[src/rtl/noc_pkg.sv]
// Shared NoC definitions: flit type encoding, packet framing states and the
// default link sizing used by both the sender and the downstream input buffer.
package noc_pkg;

  localparam int FLIT_W_DEF = 16;
  localparam int DEPTH_DEF  = 8;

  typedef enum logic [1:0] {
    BODY     = 2'b00,
    HEAD     = 2'b01,
    TAIL     = 2'b10,
    HEADTAIL = 2'b11
  } flit_type_t;

  typedef enum logic {
    IDLE      = 1'b0,
    IN_PACKET = 1'b1
  } pkt_state_t;

endpackage

[src/rtl/credit_counter.sv]
// Up/down credit counter that starts full and saturates at 0 and DEPTH.
// Simultaneous inc and dec cancel out.
module credit_counter #(
  parameter  int DEPTH = noc_pkg::DEPTH_DEF,
  localparam int CNT_W = $clog2(DEPTH + 1)
) (
  input  logic             clk,
  input  logic             rst,
  input  logic             inc,
  input  logic             dec,
  output logic [CNT_W-1:0] count,
  output logic             zero,
  output logic             full
);

  localparam logic [CNT_W-1:0] MAX_CNT = CNT_W'(DEPTH);

  always_ff @(posedge clk or posedge rst) begin
    if (rst) begin
      count <= MAX_CNT;
    end else if (inc && !dec && count != MAX_CNT) begin
      count <= count + CNT_W'(1);
    end else if (dec && !inc && count != '0) begin
      count <= count - CNT_W'(1);
    end
  end

  assign zero = (count == '0);
  assign full = (count == MAX_CNT);

endmodule

[src/rtl/credit_flit_sender.sv]
// Credit-based NoC link sender with wormhole framing checks.
// Optional macro CREDIT_SENDER_CHECK_EN adds the sticky credit_err_o port.
module credit_flit_sender
  import noc_pkg::*;
#(
  parameter  int FLIT_W = FLIT_W_DEF,
  parameter  int DEPTH  = DEPTH_DEF,
  localparam int CNT_W  = $clog2(DEPTH + 1)
) (
  input  logic              clk,
  input  logic              rst,
  input  logic              valid_i,
  input  logic [FLIT_W-1:0] flit_i,
  input  logic [1:0]        flit_type_i,
  output logic              ready_o,
  output logic              valid_o,
  output logic [FLIT_W-1:0] flit_o,
  output logic [1:0]        flit_type_o,
  input  logic              credit_i,
  output logic [CNT_W-1:0]  credits_o,
  output logic              in_packet_o,
  output logic              proto_err_o
`ifdef CREDIT_SENDER_CHECK_EN
  ,
  output logic              credit_err_o
`endif
);

  pkt_state_t state_q, state_d;
  flit_type_t in_type;
  logic       accept;
  logic       frame_err;
  logic       cnt_zero;
  logic       cnt_full;

  assign in_type = flit_type_t'(flit_type_i);
  assign accept  = valid_i & ready_o;

  credit_counter #(.DEPTH(DEPTH)) u_credit_counter (
    .clk   (clk),
    .rst   (rst),
    .inc   (credit_i),
    .dec   (accept),
    .count (credits_o),
    .zero  (cnt_zero),
    .full  (cnt_full)
  );

  assign ready_o     = ~cnt_zero;
  assign in_packet_o = (state_q == IN_PACKET);

  always_ff @(posedge clk or posedge rst) begin
    if (rst) begin
      state_q     <= IDLE;
      valid_o     <= 1'b0;
      flit_o      <= '0;
      flit_type_o <= 2'b00;
      proto_err_o <= 1'b0;
    end else begin
      state_q <= state_d;
      valid_o <= accept;
      if (accept) begin
        flit_o      <= flit_i;
        flit_type_o <= flit_type_i;
      end
      if (frame_err) begin
        proto_err_o <= 1'b1;
      end
    end
  end

  // Framing violations still let the FSM follow the flit type so that the
  // tracker resynchronises to whatever framing the source is actually using.
  always_comb begin
    state_d   = state_q;
    frame_err = 1'b0;
    if (accept) begin
      unique case (state_q)
        IDLE: begin
          unique case (in_type)
            HEAD:     state_d = IN_PACKET;
            HEADTAIL: state_d = IDLE;
            BODY:     frame_err = 1'b1;
            TAIL: begin
              frame_err = 1'b1;
              state_d   = IDLE;
            end
            default:  state_d = IDLE;
          endcase
        end
        IN_PACKET: begin
          unique case (in_type)
            BODY: state_d = IN_PACKET;
            TAIL: state_d = IDLE;
            HEAD: begin
              frame_err = 1'b1;
              state_d   = IN_PACKET;
            end
            // A single-flit packet inside an open packet truncates it.
            HEADTAIL: begin
              frame_err = 1'b1;
              state_d   = IDLE;
            end
            default: state_d = IN_PACKET;
          endcase
        end
        default: state_d = IDLE;
      endcase
    end
  end

`ifdef CREDIT_SENDER_CHECK_EN
  always_ff @(posedge clk or posedge rst) begin
    if (rst) begin
      credit_err_o <= 1'b0;
    end else if ((credit_i && cnt_full && !accept) || (accept && cnt_zero)) begin
      credit_err_o <= 1'b1;
    end
  end
`else
  logic unused_full;
  assign unused_full = cnt_full;
`endif

endmodule

[config.mk]
export PLATFORM = sky130hd
export DESIGN_NAME = credit_flit_sender
export DESIGN_NICKNAME = d
export VERILOG_FILES = /design/src/rtl/noc_pkg.sv /design/src/rtl/credit_counter.sv /design/src/rtl/credit_flit_sender.sv
export SDC_FILE = /design/constraint.sdc
export NUM_CORES = 1
export LEC_CHECK = 0
export ABC_AREA = 1
export ABC_CLOCK_PERIOD_IN_PS = 2650
export CORE_ASPECT_RATIO = 0.6
export CORE_UTILIZATION = 44
export DETAILED_ROUTE_END_ITERATION = 12
export PLACE_DENSITY_LB_ADDON = 0.25
export SYNTH_ARGS = -nofsm -noshare
export SYNTH_HDL_FRONTEND = slang
export SYNTH_SLANG_ARGS = --single-unit
[constraint.sdc]
create_clock -name clk -period 2.65 [get_ports clk]
set_input_delay 0.265 -clock clk [delete_from_list [all_inputs] [get_ports clk]]
set_output_delay 0.265 -clock clk [all_outputs]
set_load 0.02 [all_outputs]
==> reports/metrics.csv <==
stage,metric,value,unit
clock_network,cts_buffers,3,
hold_path,hp-class,in2async,
sta,fin_crit_sh,83.02,%
logic_synthesis,synth_top_flop_cell,dfrtp_1,
drt,dr.pass1.iters,4,
drt,via_per_inst,4.760,
critical_path,slowest_stage,dfrtp_1,
sta,final_hold_viol_count,0,
finish,diodes,0,
pwr,cellPowerDensity,977.7,mW/mm^2
drt,drc,0,
sta,setup-tns-final,0,ns
die,io_pins,48,
drt,route.vias.total,952,
sta,layout_min_cycle_time,2.200,ns
flow_run,cap_violations,0,
logic_synthesis,synth_top_cell_by_area,dfrtp_1,
logic_synthesis,syn-num-nets,147,
finish,final_common_cell,nand2_1,
sta,fmax,454.6,MHz
logic_synthesis,syn_avg_cell_area,9.035,um^2
drt,ant_nets,0,
finish,layout_common_cells,"nand2_1, clkdlybuf4s50_1, dfrtp_1, inv_1",
die,rows,13,
sta,finalClockSkew,0.004300,ns
logic_synthesis,synthTopCellsByArea,"dfrtp_1, nand2_1, dfstp_2, inv_1, ha_1",
clock_network,cts_hold_buf,0,
pwr,peakVddDrop,0.6230,mV
clock_network,clkSinkCount,25,
placed_design,portBuffers,47,
logic_synthesis,yosysSeqAreaShare,56.87,%
critical_path,cp_common_cell,nand2_1,
critical_path,path_class,reg2reg,
drt,wl_per_cell,12.94,um
critical_path,worstPathCellList,nor2_2 > nand2_2 > nand2_2 > nand3_4 > ha_1 > nand2_1 > nand2_1 > a21o_1 > nand2_2 > nand2_1 > nand2_1 > nand2_1 > inv_1,
critical_path,worstPathMaxFanout,20,
critical_path,max_stage_delay,0.47,ns
clock_network,h-tree-depth,1,
global_route,grt_max_degree,26,
clock_network,cts_resized,0,
clock_network,tritoncts,done,
drt,finalWirelength,2587,um
finish,drive_gt1_share,8.235,%
finish,final_nets,196,
logic_synthesis,synth_top_area_share,54.48,%
critical_path,cp.arrival,2.42,ns
critical_path,cp.required,2.87,ns
logic_synthesis,synth_edf_count,0,
placed_design,routabilityCongestion,0.7521,
global_route,grt_overflow_total,0,
global_route,grt_pass1_wl,3946,um
pwr,p_leak,0.0008061,uW
sta,relSlewSlack,40.29,%
die,fp.coreArea,0.002261,mm^2
global_route,antenna_found_initial,0,
logic_synthesis,ys_async_sr_fraction,100.0,%
clock_network,root_buffer,clkbuf_8,
die,die_area,0.002716,mm^2
placed_design,hpwl,1939,um
critical_path,rrSetupSlack,0.45,ns
logic_synthesis,yosys_register_bits,25,
clock_network,clk_latency,0.27,ns
finish,final_util,72.55,%
clock_network,cts_setup_buffers,0,
clock_network,clk_path_buf_depth,2,
critical_path,r2r.worst_path.cells,13,
finish,area_growth,48.81,%
critical_path,end_kind,flip-flop,
logic_synthesis,syn_area,0.001102,mm^2
critical_path,start_kind,flip-flop,
sta,maxSlewViolCount,0,
logic_synthesis,yosysUniqueCellTypes,22,
drt,drt_iter0_drc,47,
sta,worstMarginPinSlew,0.8947,ns
outcome,outcome,"complete, no violations",
die,die_h,40.77,um
die,initial_utilization,48.75,%
sta,rsz0062_at_grt,no,
sta,report.final.setup_viol,0,
global_route,grt_usage,20.86,%
logic_synthesis,netlist_instances,122,
logic_synthesis,yosys_warnings,0,
global_route,grt_pass1_vias,849,
die,die_w,66.62,um
clock_network,path_clk_slew,0.09,ns
report_power, final:
| group | internal [uW] | switching (uW) |
|---|---|---|
| logic | 359 | 423 |
| clock network | 106 | 117 |
| registers | 500 | 98.0 |
flip-flops by register name, summed over array words and instances, names as in the netlist:
signal / flops
flit_o: 16
proto_err_o: 1
valid_o: 1
u_credit_counter.count: 4
flit_type_o: 2
in_packet_o: 1
cells by family after synthesis:
family	count (synthesis)	share of synthesized area [%]
fa+ha+maj	3	4.086
buf+inv	11	4.767
simple gates	76	29.63
compound gates	5	3.064
xor+xnor	2	1.589
flops	25	56.87
metrics by stage:
stage	instance area [um^2]	hold WS (ns)	power (uW)	cells	setup slack [ns]
after floorplan	1102	0.2916	1048	122	0.6990
after global placement	1592	0.4600	1357	196	0.5763
after detailed placement	1592	0.4646	1385	196	0.4636
after CTS	1640	0.4884	1619	200	0.4580
after global routing	1640	0.5143	1730	200	0.2477
final	1640	0.4857	1604	200	0.4501
area by class of cell:
cell class              count  area [um^2]
multi-input cells          86        422.9
clock inverters             1        7.507
flip-flops and latches     25        626.9
repair buffers             48        478.0
well taps                  30        37.54
fillers                   161        620.6
clock buffers               3        41.29
inverters                   7        26.28
metal layers:
metal,track usage [%],routed length [um],vias up
met5,0,0,-
met4,4.787,7,0
met3,5.833,155,2
met2,35.35,1223,32
met1,27.32,1201,450
li1,-,-,468
path summary, 6_finish.rpt:
path | startpoint | endpoint
max | u_credit_counter.count[0] | u_credit_counter.count[3]
min | rst | flit_o[6]
max reg2reg | u_credit_counter.count[0] | u_credit_counter.count[3]
min reg2reg | flit_o[12] | flit_o[12]
max in group asynchronous | rst | u_credit_counter.count[2]
min in group clk | flit_o[12] | flit_o[12]
synth_stat cells, types with 2 or more instances:
| master | n |
|---|---|
| nand2_1 | 64 |
| nand2_2 | 3 |
| xor2_1 | 2 |
| inv_1 | 7 |
| dfrtp_1 | 24 |
| buf_2 | 3 |
| ha_1 | 2 |
| nand3_1 | 3 |
worst max-delay path, delay by kind of cell, from the launching register on:
kind / cells / cell delay, ns
DFF: 1 / 0.47
AOI/OAI and AO/OA: 1 / 0.17
and+or+nand+nor: 10 / 1.12
adders and majority gates: 1 / 0.32
buffers and inverters: 1 / 0.05
Power figures use the tool's default switching activity.
